## config.mk

```make
export PLATFORM = sky130hd
export DESIGN_NAME = conv_layer_sequencer_flat
export DESIGN_NICKNAME = d
export VERILOG_FILES = /design/src/rtl/conv_seq_pkg.sv /design/src/rtl/conv_layer_sequencer_if.sv /design/src/rtl/seq_timeout_ctr.sv /design/src/rtl/conv_layer_sequencer.sv /design/src/flat_wrapper.sv
export SDC_FILE = /design/constraint.sdc
export NUM_CORES = 1
export LEC_CHECK = 0
export ABC_CLOCK_PERIOD_IN_PS = 5400
export CAP_MARGIN = 5
export CELL_PAD_IN_SITES_DETAIL_PLACEMENT = 1
export CELL_PAD_IN_SITES_GLOBAL_PLACEMENT = 2
export CORE_MARGIN = 3
export CORE_UTILIZATION = 19
export CTS_BUF_LIST = sky130_fd_sc_hd__clkbuf_8
export CTS_CLUSTER_DIAMETER = 40
export DETAILED_ROUTE_END_ITERATION = 10
export GPL_ROUTABILITY_DRIVEN = 0
export GPL_TIMING_DRIVEN = 0
export PLACE_DENSITY_LB_ADDON = 0.12
export SKIP_CTS_REPAIR_TIMING = 1
export SYNTH_ARGS = -nofsm -noshare
export SYNTH_HDL_FRONTEND = slang
export SYNTH_HIERARCHICAL = 1
export SYNTH_SLANG_ARGS = --single-unit
```

## constraint.sdc

```tcl
create_clock -name clk -period 5.4 [get_ports clk]
set_input_delay 1.35 -clock clk [delete_from_list [all_inputs] [get_ports clk]]
set_output_delay 1.35 -clock clk [all_outputs]
set_load 0.01 [all_outputs]
```

## src/rtl/conv_seq_pkg.sv

```systemverilog
// Shared types and constants for the convolution layer sequencer.
package conv_seq_pkg;

   localparam int unsigned NUM_TARGETS_DEF = 5;

   typedef enum logic [2:0] {
      StIdle    = 3'd0,
      StArm     = 3'd1,
      StLoad    = 3'd2,
      StCompute = 3'd3,
      StDone    = 3'd4,
      StErr     = 3'd5
   } seq_state_e;

   localparam logic [1:0] ERR_NONE    = 2'b00;
   localparam logic [1:0] ERR_SHORT   = 2'b01;
   localparam logic [1:0] ERR_LONG    = 2'b10;
   localparam logic [1:0] ERR_TIMEOUT = 2'b11;

endpackage

```

## src/rtl/conv_layer_sequencer_if.sv

```systemverilog
// 64-bit AXI-Stream weight channel used on both sides of the sequencer.
interface conv_layer_sequencer_if;

   logic        tvalid;
   logic        tready;
   logic [63:0] tdata;
   logic        tlast;

   modport master (output tvalid, output tdata, output tlast, input tready);
   modport slave  (input tvalid, input tdata, input tlast, output tready);

endinterface

```

## src/rtl/seq_timeout_ctr.sv

```systemverilog
// Saturating COMPUTE-cycle counter; flags the cycle in which the count reaches the limit.
module seq_timeout_ctr #(
   parameter int unsigned TMO_W = 24
) (
   input  logic             clk,
   input  logic             rst,
   input  logic             clr,
   input  logic             en,
   input  logic [TMO_W-1:0] limit,
   output logic             expired
);

   logic [TMO_W-1:0] cnt_q;
   logic [TMO_W:0]   cnt_inc;

   assign cnt_inc = {1'b0, cnt_q} + (TMO_W + 1)'(1);
   // This enabled cycle is number cnt_q+1.
   assign expired = en && (cnt_inc >= {1'b0, limit});

   always_ff @(posedge clk) begin
      if (rst || clr) begin
         cnt_q <= '0;
      end else if (en && (cnt_q != '1)) begin
         cnt_q <= cnt_inc[TMO_W-1:0];
      end
   end

endmodule

```

## src/rtl/conv_layer_sequencer.sv

```systemverilog
// Weight-load / compute sequencer for the conv accelerator.
// Optional COMPUTE timeout enabled by defining SEQ_TIMEOUT_EN.
module conv_layer_sequencer
   import conv_seq_pkg::*;
#(
   parameter int unsigned NUM_TARGETS = NUM_TARGETS_DEF,
   parameter int unsigned BEAT_W      = 16,
   parameter int unsigned TMO_W       = 24
) (
   input  logic                   clk,
   input  logic                   rst,
   input  logic                   i_cmd_start,
   input  logic                   i_cmd_abort,
   input  logic [BEAT_W-1:0]      i_cfg_beats,
   input  logic [TMO_W-1:0]       i_cfg_timeout,
   conv_layer_sequencer_if.slave  s_axis_w,
   conv_layer_sequencer_if.master m_axis_w,
   output logic                   o_load_weights,
   output logic [3:0]             o_target_layer,
   output logic                   o_start_compute,
   input  logic                   i_compute_done,
   output logic                   o_busy,
   output logic                   o_done,
   output logic                   o_error,
   output logic [1:0]             o_err_code,
   output logic [2:0]             o_state
);

   seq_state_e        state_q, state_d;
   logic [3:0]        k_q, k_d;
   logic [BEAT_W-1:0] cnt_q, cnt_d;
   logic [1:0]        err_q, err_d;
   logic [BEAT_W:0]   cnt_inc;
   logic              hs;
   logic              timeout;

   assign hs      = (state_q == StLoad) && s_axis_w.tvalid && m_axis_w.tready;
   assign cnt_inc = {1'b0, cnt_q} + (BEAT_W + 1)'(1);

`ifdef SEQ_TIMEOUT_EN
   seq_timeout_ctr #(
      .TMO_W (TMO_W)
   ) u_timeout_ctr (
      .clk     (clk),
      .rst     (rst),
      .clr     (i_cmd_abort || (state_q != StCompute)),
      .en      (state_q == StCompute),
      .limit   (i_cfg_timeout),
      .expired (timeout)
   );
`else
   logic unused_cfg_timeout;
   assign unused_cfg_timeout = ^i_cfg_timeout;
   assign timeout            = 1'b0;
`endif

   always_ff @(posedge clk) begin
      if (rst) begin
         state_q <= StIdle;
         k_q     <= '0;
         cnt_q   <= '0;
         err_q   <= ERR_NONE;
      end else begin
         state_q <= state_d;
         k_q     <= k_d;
         cnt_q   <= cnt_d;
         err_q   <= err_d;
      end
   end

   always_comb begin
      state_d = state_q;
      k_d     = k_q;
      cnt_d   = cnt_q;
      err_d   = err_q;
      if (i_cmd_abort) begin
         state_d = StIdle;
         k_d     = '0;
         cnt_d   = '0;
         err_d   = ERR_NONE;
      end else begin
         unique case (state_q)
            StIdle: begin
               if (i_cmd_start && (i_cfg_beats != '0)) begin
                  state_d = StArm;
                  k_d     = '0;
                  cnt_d   = '0;
               end
            end
            StArm: state_d = StLoad;
            StLoad: begin
               if (hs) begin
                  // Frame length is judged against the live cfg on every accepted beat.
                  if (s_axis_w.tlast) begin
                     if (cnt_inc == {1'b0, i_cfg_beats}) begin
                        cnt_d = '0;
                        if (k_q == 4'(NUM_TARGETS - 1)) begin
                           state_d = StCompute;
                        end else begin
                           state_d = StArm;
                           k_d     = k_q + 4'd1;
                        end
                     end else begin
                        state_d = StErr;
                        err_d   = (cnt_inc < {1'b0, i_cfg_beats}) ? ERR_SHORT : ERR_LONG;
                     end
                  end else if (cnt_inc >= {1'b0, i_cfg_beats}) begin
                     state_d = StErr;
                     err_d   = ERR_LONG;
                  end else begin
                     cnt_d = cnt_inc[BEAT_W-1:0];
                  end
               end
            end
            StCompute: begin
               if (i_compute_done) begin
                  state_d = StDone;
               end else if (timeout) begin
                  state_d = StErr;
                  err_d   = ERR_TIMEOUT;
               end
            end
            StDone:  state_d = StIdle;
            StErr:   state_d = StErr;
            default: state_d = StIdle;
         endcase
      end
   end

   always_comb begin
      m_axis_w.tvalid = (state_q == StLoad) && s_axis_w.tvalid;
      s_axis_w.tready = (state_q == StLoad) && m_axis_w.tready;
      m_axis_w.tdata  = s_axis_w.tdata;
      m_axis_w.tlast  = s_axis_w.tlast;
      o_load_weights  = (state_q == StArm);
      o_target_layer  = ((state_q == StArm) || (state_q == StLoad)) ? k_q : 4'd0;
      o_start_compute = (state_q == StCompute);
      o_busy          = (state_q == StArm) || (state_q == StLoad) || (state_q == StCompute);
      o_done          = (state_q == StDone);
      o_error         = (state_q == StErr);
      o_err_code      = err_q;
      o_state         = state_q;
   end

endmodule

```

## src/flat_wrapper.sv

```systemverilog
// flat-port wrapper written by rule: the top's interface ports become plain ports
module conv_layer_sequencer_flat import conv_seq_pkg::*;
#(
   parameter int unsigned NUM_TARGETS = NUM_TARGETS_DEF,
   parameter int unsigned BEAT_W      = 16,
   parameter int unsigned TMO_W       = 24
)
  (clk, rst, i_cmd_start, i_cmd_abort, i_cfg_beats, i_cfg_timeout, o_load_weights, o_target_layer, o_start_compute, i_compute_done, o_busy, o_done, o_error, o_err_code, o_state, s_axis_w_tvalid, s_axis_w_tdata, s_axis_w_tlast, s_axis_w_tready, m_axis_w_tvalid, m_axis_w_tdata, m_axis_w_tlast, m_axis_w_tready);
  conv_layer_sequencer_if s_axis_w_i ();
  conv_layer_sequencer_if m_axis_w_i ();
  input  logic clk;
  input  logic rst;
  input  logic i_cmd_start;
  input  logic i_cmd_abort;
  input  logic [BEAT_W-1:0] i_cfg_beats;
  input  logic [TMO_W-1:0] i_cfg_timeout;
  output logic o_load_weights;
  output logic [3:0] o_target_layer;
  output logic o_start_compute;
  input  logic i_compute_done;
  output logic o_busy;
  output logic o_done;
  output logic o_error;
  output logic [1:0] o_err_code;
  output logic [2:0] o_state;
  input wire logic [$bits(s_axis_w_i.tvalid)-1:0] s_axis_w_tvalid;
  input wire logic [$bits(s_axis_w_i.tdata)-1:0] s_axis_w_tdata;
  input wire logic [$bits(s_axis_w_i.tlast)-1:0] s_axis_w_tlast;
  output wire logic [$bits(s_axis_w_i.tready)-1:0] s_axis_w_tready;
  output wire logic [$bits(m_axis_w_i.tvalid)-1:0] m_axis_w_tvalid;
  output wire logic [$bits(m_axis_w_i.tdata)-1:0] m_axis_w_tdata;
  output wire logic [$bits(m_axis_w_i.tlast)-1:0] m_axis_w_tlast;
  input wire logic [$bits(m_axis_w_i.tready)-1:0] m_axis_w_tready;
  assign s_axis_w_i.tvalid = s_axis_w_tvalid;
  assign s_axis_w_i.tdata = s_axis_w_tdata;
  assign s_axis_w_i.tlast = s_axis_w_tlast;
  assign s_axis_w_tready = s_axis_w_i.tready;
  assign m_axis_w_tvalid = m_axis_w_i.tvalid;
  assign m_axis_w_tdata = m_axis_w_i.tdata;
  assign m_axis_w_tlast = m_axis_w_i.tlast;
  assign m_axis_w_i.tready = m_axis_w_tready;
  conv_layer_sequencer #(.NUM_TARGETS(NUM_TARGETS), .BEAT_W(BEAT_W), .TMO_W(TMO_W)) u_core (.clk(clk), .rst(rst), .i_cmd_start(i_cmd_start), .i_cmd_abort(i_cmd_abort), .i_cfg_beats(i_cfg_beats), .i_cfg_timeout(i_cfg_timeout), .s_axis_w(s_axis_w_i), .m_axis_w(m_axis_w_i), .o_load_weights(o_load_weights), .o_target_layer(o_target_layer), .o_start_compute(o_start_compute), .i_compute_done(i_compute_done), .o_busy(o_busy), .o_done(o_done), .o_error(o_error), .o_err_code(o_err_code), .o_state(o_state));
endmodule
```

After elaboration in Yosys (flattened, before gate mapping)
Cells that the tools add are included.

storage, ports and cells
  bits in registers = 25
  bits in latches = 0
  RAM bits = 0
  bits in read-only memories = 0
  bits of input ports = 112
  output and inout bits = 81
  logic and storage cells = 65
  memories = 0

cells by class
  add/sub/neg operators = 2
  multiply operators = 0
  div/mod/pow operators = 0
  $lt $le $gt $ge = 2
  equal/unequal tests = 17
  shift operators = 0
  multiplexer cells = 25
  bitwise gates (word level) = 0
  reduce and logical (&&, ||, !) cells = 15

operator list
  cell                                                              number
  16-bit two-way mux                                                5
  16-bit one-hot mux with 2 select lines                            1
  4-bit two-way mux                                                 6
  3-bit two-way mux                                                 6
  16-bit by 1-bit adder with 17-bit output (second input constant)  1
  17-bit by 16-bit == test with 1-bit output                        1
  17-bit by 16-bit greater-or-equal comparator with 1-bit output    1
  17-bit by 16-bit < comparator with 1-bit output                   1
  16-bit nonzero test                                               1
  3-bit one-hot mux with 5 select lines                             1
  2-bit two-way mux                                                 5
  3-bit != test (second input constant)                             3
  2-bit != test (second input constant)                             4
  4-bit one-hot mux with 2 select lines                             1
  4-bit AND reduction                                               2
  3-bit by 2-bit == test with 1-bit output (second input constant)  2
  3-bit == test (second input constant)                             2
  2-bit by 1-bit != test with 1-bit output (second input constant)  3
  6-bit AND reduction                                               1
  5-bit AND reduction                                               1
  4-bit by 1-bit adder with 4-bit output (second input constant)    1
  4-bit by 3-bit == test with 1-bit output (second input constant)  1
  1-bit logical AND                                                 4
  2-bit nonzero test                                                2
  other kinds (4)                                                   5

Longest topological paths before layout
Gate-level depths: netlist (run 1).

  depth after elaboration = 6
  gate-level depth with buffers = 14
  gate-level depth less buffers = 13

Worst setup path before layout (run 1)
OpenSTA, ideal clock, no wires.

  kind = input -> register
  from = input i_cfg_beats[6]
  to = register u_core.cnt_q[10]
  library setup time = 0.070 ns
  data arrival time = 3.333 ns
  required time = 5.330 ns
  setup slack = 1.997 ns
  stages = 10
  path buffers = 1
  path through = inv_1 > ha_1 > nand4_1 > nor4_4 > and2_1 > or3_1 > o21a_4 > buf_6 > or4b_1 > a21oi_1

between the ends
  longest elaborated chain between the ends = 4
  elaborated cells on any way between the ends = 8
  classes of those cells = order compare: 1; eq/ne: 4; reduce/logical: 3

RTL lines
  item                                                                                                                    line                        RTL
  start, declared                                                                                                         flat_wrapper.sv:15          input logic [BEAT_W-1:0] i_cfg_beats;
  parallel branches: the longest is 3 deep, another holds 17-bit by 16-bit greater-or-equal comparator with 1-bit output  n/a
  5-bit AND reduction (no line) *                                                                                         n/a
  end signal, assigned                                                                                                    conv_layer_sequencer.sv:66  cnt_q <= cnt_d;
  end, declared                                                                                                           conv_layer_sequencer.sv:31  logic [BEAT_W-1:0] cnt_q, cnt_d;

Mark *: on every way between the ends.
A chain may end at the register's enable or synchronous reset.

Worst setup path in the final report (run 1)
  from = input s_axis_w_tlast
  to = output m_axis_w_tlast

RTL lines
  item             line                RTL
  start, declared  flat_wrapper.sv:28  input wire logic [$bits(s_axis_w_i.tlast)-1:0] s_axis_w_tlast;
  end, declared    flat_wrapper.sv:32  output wire logic [$bits(m_axis_w_i.tlast)-1:0] m_axis_w_tlast;

No word-level cell between the ends.

==> results.cfg, run 1 <==
[status]
status = complete, no violations

[critical_path]
r2r_setup_slack_ns = 1.56
crit_required_ns = 4.05
max_stage_delay_ns = 0.62
r2r_end = u_core/cnt_q[0]
slowest_stage = clkdlybuf4s50_1
worstRegToRegCells = 12
arrival_ns = 2.65
crit_type = primary input to primary output
r2r-start = u_core/cnt_q[0]
cp_max_fo = 6
crit_path_end_kind = primary output
cpMostUsedCell = clkdlybuf4s50_1
cp_cell_sequence = clkdlybuf4s50_1 -> buf_4 -> clkdlybuf4s50_1
start_kind = primary input

[sta]
period_minus_slack_ns = 3.995
rsz0062_at_grt = no
tns_ns = 0
holdWs_ns = 0.5051
period_share_pct = 73.99
setup_viol_count_final = 0
final-hold-violation-count = 0
drv_slew = 0
fmax_mhz = 250.3
clock_skew_ns = 0.002705
relSlewSlack_pct = 38.30
worstMarginPinSlew_ns = 0.9178

[power]
p_per_area_mw_per_mm2 = 123.0
vdd_drop_max_uv = 77.34
leakage_nw = 1.638

[synthesis]
synthCells = 313
synth.top_cell.area_share_pct = 19.86
synth_nets = 444
syn_area_mm2 = 0.002532
netlist_top_cells_area = buf_4 (20%), dfxtp_1 (20%), ha_1 (9.4%)
synth_top_area_cell = buf_4
yosysWarningCount = 6
ys_ff_latch = 25
synth_cell_type_count = 55
synth-seq-area-share_pct = 19.76
syn_area_per_cell_um2 = 8.091

[die]
start_util_pct = 19.75
ios = 193
core-area_mm2 = 0.01282
std_cell_rows = 41
die_h_um = 121.5
die_area_mm2 = 0.01475
chipWidth_um = 121.5

[hold_path]
holdPathStages = 2
hold_start = u_core/o_err_code[1]
hold_class = flop to flop
hold_end = u_core/o_err_code[1]

[final_layout]
synthToLayoutAreaGrowth_pct = 51.43
antenna_cells = 0
fin_area_mm2 = 0.003835
layout-drive-gt1-share_pct = 22.33
final_util_pct = 29.90
fin_nets = 553

[cts]
cts_tree = built
clkTransAtPathRegs_ns = 0.09
insertion_delay_ns = 0.27
root_buffer = clkbuf_8
htreeDepth = 1
cts_buffers = 3
numClockSinks = 25
clockBufferDepth = 2

[grt]
gr-total-overflow = 0
grt_util_all_layers_pct = 10.17
antenna_found_initial = 0
grt_max_degree = 15
grt_pass1_wl_um = 12310
grt_pass1_vias = 2467

[drt]
ant_nets = 0
routedWlPerCell_um = 13.06
vias = 2476
wl_um = 7744
drc = 0
first_pass_iters = 4
dr.first_iter.drc_count = 133
vias_per_cell = 4.175

[flow_run]
cap_viol_max_count = 0

[place]
dpl_cell_area_mm2 = 0.003789
port_buffers = 104
dp_hpwl_um = 6737
[report_power, final]
part	switching (mW)	leakage [nW]	internal, mW	total, mW
logic	0.0642	1.41	0.105	0.169
registers	0.000914	0.202	0.185	0.186
clock network	0.0645	0.0255	0.0517	0.116
[worst max-delay path: cells and delay by family]
family / cells / cell delay, ns
buf+inv: 3 / 1.30
[kinds of logic after synthesis]
family / share of synthesized area [%]
adder cells (fa/ha/maj): 9.387
AND/OR/NAND/NOR: 24.46
multiplexers: 0.4446
AO/OA/AOI/OAI: 14.97
XOR/XNOR: 6.225
buffers and inverters: 24.75
flip-flops: 19.76
[per-stage QoR]
step / power [mW] / worst slack, ns / instances
floorplan: 0.2763 / 1.997 / 313
global placement: 0.3613 / 1.230 / 589
detailed placement: 0.3626 / 1.234 / 589
CTS: 0.4836 / 1.382 / 593
global route: 0.5018 / 1.092 / 593
finish: 0.4717 / 1.405 / 593
[flip-flops by register name, summed over array words and instances, names as in the netlist]
name,cells
u_core/cnt_q,16
u_core/k_q,4
u_core/o_state,3
u_core/o_err_code,2
[synth_stat cells, drive strengths merged]
cell / number
and4: 1
o21ai: 17
or2: 1
mux2: 1
nor2: 17
inv: 23
a31oi: 1
o21bai: 2
a221oi: 1
xor2: 8
nand4b: 1
and2: 8
and3: 5
a21o: 1
nor4b: 1
and3b: 2
o32a: 1
clkbuf: 3
xnor2: 10
a21oi: 16
a22oi: 1
nor4: 3
nand2: 11
nand4: 7
nor2b: 2
a31o: 1
ha: 19
dfxtp: 25
or4b: 6
o31ai: 1
or3: 3
or4: 4
nand2b: 3
o21a: 3
nand3: 14
and4b: 1
o41ai: 1
nor3: 6
a21bo: 1
a22o: 8
a211oi: 1
buf: 71
nor3b: 1
[how the worst max path moves through the flow]
stage	from	endpoint	slack, ns
2_1_floorplan	i_cfg_beats[6]	u_core/cnt_q[10]	2.00
3_3_place_gp	i_cfg_beats[11]	u_core/cnt_q[0]	1.23
3_5_place_dp	i_cfg_beats[14]	u_core/cnt_q[0]	1.23
4_1_cts	s_axis_w_tlast	m_axis_w_tlast	1.38
5_1_grt	u_core/cnt_q[0]	u_core/cnt_q[0]	1.09
6_report	s_axis_w_tlast	m_axis_w_tlast	1.40
[cells in the final DEF, fill, tap and decap left out, types with 2 or more instances in the layout]
cell and count:
a22o_1 8, o21ai_0 16, ha_1 19, buf_2 3, clkbuf_1 3, buf_4 67
xor2_1 8, clkbuf_8 3, nor2b_1 2, o21bai_1 2, or4_1 4, or4b_1 6
nand4_1 5, nand3_1 14, nand4_2 2, xnor2_1 10, o21a_1 2, and2_1 7
nand2b_1 2, and3b_1 2, clkdlybuf4s50_1 104, nand2_1 10, inv_1 23, or3_1 3
and3_1 5, nor4_2 2, dfxtp_1 25, a21oi_1 15, nor2_1 16, nor3_1 5
[metal layers]
layer	track usage (%)	wire length, um
met1	13.90	3464
met2	16.89	3586
met3	1.632	649
met4	2.101	44
met5	0	0
[final cells by class]
class                   instances  area [um^2]
flip-flops and latches         25        500.5
clock inverters                 1        5.005
clock buffers                   3        41.29
fillers                      1532         8990
repair buffers                104         1041
inverters                      23        86.33
well taps                     172        215.2
plain buffers                  74        540.5
multi-input cells             191         1405
No activity file was read; power rests on OpenSTA's default activity.
==> run 2: changes to the inputs <==
--- a/config.mk
+++ b/config.mk
@@ -5,12 +5,12 @@
 export SDC_FILE = /design/constraint.sdc
 export NUM_CORES = 1
 export LEC_CHECK = 0
-export ABC_CLOCK_PERIOD_IN_PS = 5400
+export ABC_CLOCK_PERIOD_IN_PS = 4100
 export CAP_MARGIN = 5
 export CELL_PAD_IN_SITES_DETAIL_PLACEMENT = 1
 export CELL_PAD_IN_SITES_GLOBAL_PLACEMENT = 2
 export CORE_MARGIN = 3
-export CORE_UTILIZATION = 19
+export CORE_UTILIZATION = 17
 export CTS_BUF_LIST = sky130_fd_sc_hd__clkbuf_8
 export CTS_CLUSTER_DIAMETER = 40
 export DETAILED_ROUTE_END_ITERATION = 10
==> constraint.sdc (replaced) <==
create_clock -name clk -period 4.1 [get_ports clk]
set_input_delay 1.025 -clock clk [delete_from_list [all_inputs] [get_ports clk]]
set_output_delay 1.025 -clock clk [all_outputs]
set_load 0.01 [all_outputs]
==> results.cfg, run 2 (same netlist as run 1, synthesis figures left out) <==
[status]
status = complete, no violations

[drt]
first_pass_iters = 4
wl_um = 8296
ant_nets = 0
dr.first_iter.drc_count = 34
drc = 0
routedWlPerCell_um = 13.80
vias_per_cell = 4.186
vias = 2516

[sta]
final-hold-violation-count = 0
period_minus_slack_ns = 3.815
clock_skew_ns = 0.006085
drv_slew = 0
period_share_pct = 93.06
relSlewSlack_pct = 52.62
fmax_mhz = 262.1
setup_viol_count_final = 0
worstMarginPinSlew_ns = 0.7030
tns_ns = 0
holdWs_ns = 0.5043

[grt]
antenna_found_initial = 0
gr-total-overflow = 0
grt_max_degree = 15
grt_util_all_layers_pct = 9.788
grt_pass1_vias = 2583
grt_pass1_wl_um = 13100

[place]
dpl_cell_area_mm2 = 0.003799
port_buffers = 104
dp_hpwl_um = 7135

[cts]
clkTransAtPathRegs_ns = 0.10
cts_tree = built
cts_buffers = 3
root_buffer = clkbuf_8
insertion_delay_ns = 0.28
clockBufferDepth = 2
htreeDepth = 1
numClockSinks = 25

[final_layout]
layout-drive-gt1-share_pct = 22.80
largest_register_ffs = 16
fin_area_mm2 = 0.003860
synthToLayoutAreaGrowth_pct = 52.42
layout_common_cells = clkdlybuf4s50_1 (104), buf_4 (67), dfxtp_1 (24)
antenna_cells = 0
layout_commonest_cell = clkdlybuf4s50_1
largest-register = u_core/cnt_q
fin_nets = 553

[power]
vdd_drop_max_uv = 95.70
leakage_nw = 1.639
p_per_area_mw_per_mm2 = 162.8

[critical_path]
start_kind = flop
slowest_stage = or4b_1
cp_max_fo = 10
crit_path_end_kind = flop
crit_type = flop to flop
cp_cell_sequence = nand4_2 -> or3_1 -> buf_2 -> nor2_1 -> xor2_1 -> ha_1 -> nand3_1 -> nor4_4 -> and2_1 -> or3_1 -> o21a_4 -> buf_6 -> or4b_1 -> a21oi_1
crit_required_ns = 4.32
max_stage_delay_ns = 0.51
cpMostUsedCell = or3_1
arrival_ns = 4.03

[die]
std_cell_rows = 43
start_util_pct = 17.83
ios = 193
die_h_um = 128.1
die_area_mm2 = 0.01640
core-area_mm2 = 0.01420
chipWidth_um = 128.1

[flow_run]
cap_viol_max_count = 0

[hold_path]
hold_class = flop to flop
run 2: cell count changes in the layout (fill, tap and decap cells not counted):
cell     previous run  this run
dfxtp_2             0         1
nor3_1              5         4
nor4_4              1         2
nor3_2              1         2
nor4_2              2         1
dfxtp_1            25        24
run 2: critical path: cells and delay by family (launching register included):
kind | cells | cell delay (ns)
buf+inv | 2 | 0.30
xor+xnor | 1 | 0.28
compound gates | 2 | 0.40
flops | 1 | 0.47
fa+ha+maj | 1 | 0.30
simple gates | 8 | 2.00
run 2: cell type report:
| class | count | area (um^2) |
|---|---|---|
| Fill cell | 1715 | 10340 |
| Multi-Input combinational cell | 191 | 1419 |
| Timing Repair Buffer | 104 | 1041 |
| Buffer | 74 | 540.5 |
| Sequential cell | 25 | 501.7 |
| Tap cell | 180 | 225.2 |
| Inverter | 23 | 86.33 |
| Clock buffer | 3 | 41.29 |
| Clock inverter | 1 | 5.005 |
run 2: stage by stage:
stage	power, mW	worst slack [ns]	cells	util [%]
after floorplan	0.3639	0.8312	313	-
after global placement	0.4774	0.1474	597	26.74
after detailed placement	0.4783	0.1286	597	26.74
after CTS	0.6444	0.09332	601	27.07
after global routing	0.6715	-0.001225	601	27.18
final	0.6286	0.2847	601	27.18
run 2: power breakdown:
| part | total [mW] | switching (mW) | internal (mW) |
|---|---|---|---|
| clock network | 0.159 | 0.0910 | 0.0683 |
| logic | 0.224 | 0.0854 | 0.138 |
| registers | 0.246 | 0.00129 | 0.244 |
| total | 0.629 | 0.178 | 0.451 |
run 2: metal layers:
layer / share of wire (%) / track usage (%) / up-vias
met2: 47 / 16.20 / 95
met1: 46 / 13.14 / 1179
met3: 6.7 / 1.958 / 6
met4: 0.78 / 2.185 / 0
li1: - / - / 1236
met5: 0 / 0 / -
run 2: worst paths after layout:
check                                           from                   end  slack (ns)  cells past startpoint
worst max-delay path                 u_core/cnt_q[4]       u_core/cnt_q[9]        0.28                     14
worst min-delay path            u_core/o_err_code[1]  u_core/o_err_code[1]        0.50                      2
worst max register to register       u_core/cnt_q[4]       u_core/cnt_q[9]        0.28                     14
worst min register to register  u_core/o_err_code[1]  u_core/o_err_code[1]        0.50                      2
==> run 3: changes to the inputs <==
--- a/config.mk
+++ b/config.mk
@@ -6,7 +6,6 @@
 export NUM_CORES = 1
 export LEC_CHECK = 0
 export ABC_CLOCK_PERIOD_IN_PS = 4100
-export CAP_MARGIN = 5
 export CELL_PAD_IN_SITES_DETAIL_PLACEMENT = 1
 export CELL_PAD_IN_SITES_GLOBAL_PLACEMENT = 2
 export CORE_MARGIN = 3
@@ -16,7 +15,8 @@
 export DETAILED_ROUTE_END_ITERATION = 10
 export GPL_ROUTABILITY_DRIVEN = 0
 export GPL_TIMING_DRIVEN = 0
-export PLACE_DENSITY_LB_ADDON = 0.12
+export PLACE_DENSITY_LB_ADDON = 0.1
+export RECOVER_POWER = 100
 export SKIP_CTS_REPAIR_TIMING = 1
 export SYNTH_ARGS = -nofsm -noshare
 export SYNTH_HDL_FRONTEND = slang
==> results.cfg, run 3 (same netlist as run 1, synthesis figures left out) <==
[drt]
vias_per_cell = 4.168
first_pass_iters = 4
vias = 2505
wl_um = 8176
dr.first_iter.drc_count = 86
drc = 0
routedWlPerCell_um = 13.60
ant_nets = 0

[power]
leakage_nw = 1.691
p_sw_mw = 0.1722
vdd_drop_max_uv = 102.9
pwr-share-seq_pct = 40.4
p_clk_share_pct = 25.3
switching_share_pct = 28.35
p_per_area_mw_per_mm2 = 157.8
p_int_mw = 0.4352
p_comb_share_pct = 34.2

[cts]
clockBufferDepth = 2
htreeDepth = 1
clkTransAtPathRegs_ns = 0.10
root_buffer = clkbuf_8
insertion_delay_ns = 0.27
cts_tree = built
cts_buffers = 3
numClockSinks = 25

[place]
pre_cts_ws_ns = 0.1176
dp_hpwl_um = 7084
port_buffers = 104
dpl.cell_count = 597

[critical_path]
worstRegToRegCells = 14
slowest_stage = or4b_1
cp_cell_sequence = ha_1 -> nand3_1 -> nor3_2 -> and4_1 -> xor2_1 -> ha_1 -> a21o_1 -> a21oi_1 -> nor4b_2 -> a22oi_1 -> o21a_4 -> buf_6 -> or4b_1 -> a21oi_1
max_stage_delay_ns = 0.50
start_kind = flop
crit_path_end_kind = flop
cp_max_fo = 10
arrival_ns = 4.04
crit_required_ns = 4.31
crit_type = flop to flop

[final_layout]
largest-register = u_core/cnt_q
synthToLayoutAreaGrowth_pct = 51.98
fin_cells = 601
antenna_cells = 0
largest_register_ffs = 16
layout-drive-gt1-share_pct = 22.09
layout_commonest_cell = dlygate4sd3_1
fin_nets = 553
layout_common_cells = dlygate4sd3_1 (79), buf_4 (66), clkdlybuf4s50_1 (25)

[sta]
fmax_mhz = 260.6
holdWs_ns = 0.5045
worstMarginPinSlew_ns = 0.6898
drv_slew = 0
period_minus_slack_ns = 3.837
layout_setup_ws_ns = 0.2631
rsz0062_at_grt = no
relSlewSlack_pct = 54.01
clock_skew_ns = 0.005611
final-hold-violation-count = 0
tns_ns = 0
setup_viol_count_final = 0
period_share_pct = 93.58

[die]
start_util_pct = 17.83
chipWidth_um = 128.1
die_area_mm2 = 0.01640
die_h_um = 128.1
std_cell_rows = 43
ios = 193
core-area_mm2 = 0.01420

[grt]
antenna_found_initial = 0
grt_pass1_vias = 2563
grt_max_degree = 14
grt_util_all_layers_pct = 9.572
grt_pass1_wl_um = 12830
gr-total-overflow = 0

[hold_path]
holdPathStages = 2
hold_class = flop to flop

[status]
status = complete, no violations

[flow_run]
cap_viol_max_count = 0
[run 3: through the flow]
| stage | power, mW | utilization, % | instance area (um^2) |
|---|---|---|---|
| floorplan | 0.3639 | - | 2532 |
| global placement | 0.4770 | 26.74 | 3799 |
| detailed placement | 0.4789 | 26.74 | 3799 |
| CTS | 0.6363 | 27.06 | 3844 |
| global route | 0.6503 | 27.10 | 3849 |
| finish | 0.6074 | 27.10 | 3849 |
[run 3: power groups by stage]
stage,logic (mW),registers (mW),clock network [mW]
global placement,0.226,0.251,0
CTS,0.228,0.246,0.162
finish,0.208,0.245,0.154
floorplan,0.112,0.252,0
global route,0.229,0.246,0.175
detailed placement,0.228,0.251,0
[run 3: per-layer routing]
metal  up-vias  part of all wire [%]  GRT usage [%]
met5         -                     0              0
met4         0                   1.2          2.434
met3         8                   6.8          1.333
met2       103                    48          16.17
met1      1154                    44          12.81
li1       1240                     -              -
[run 3: final timing paths]
| kind | from | to | slack [ns] |
|---|---|---|---|
| max reg2reg | u_core/cnt_q[1] | u_core/cnt_q[9] | 0.26 |
| max | u_core/cnt_q[1] | u_core/cnt_q[9] | 0.26 |
| min | u_core/o_err_code[1] | u_core/o_err_code[1] | 0.50 |
| min reg2reg | u_core/o_err_code[1] | u_core/o_err_code[1] | 0.50 |
[run 3: worst max-delay path: cells and delay by family (launching register included)]
| family | cells | cell delay [ns] |
|---|---|---|
| simple gates | 5 | 1.41 |
| compound gates | 5 | 1.08 |
| fa+ha+maj | 2 | 0.51 |
| flops | 1 | 0.39 |
| xor+xnor | 1 | 0.24 |
| buf+inv | 1 | 0.14 |
[run 3: area by class of cell]
| class | count | area [um^2] |
|---|---|---|
| sequential | 25 | 501.7 |
| buffer | 74 | 536.8 |
| tap | 180 | 225.2 |
| multi-input combinational | 191 | 1413 |
| timing repair buffer | 104 | 1041 |
| fill | 1718 | 10350 |
| clock inverter | 1 | 3.754 |
| inverter | 23 | 86.33 |
| clock buffer | 3 | 41.29 |
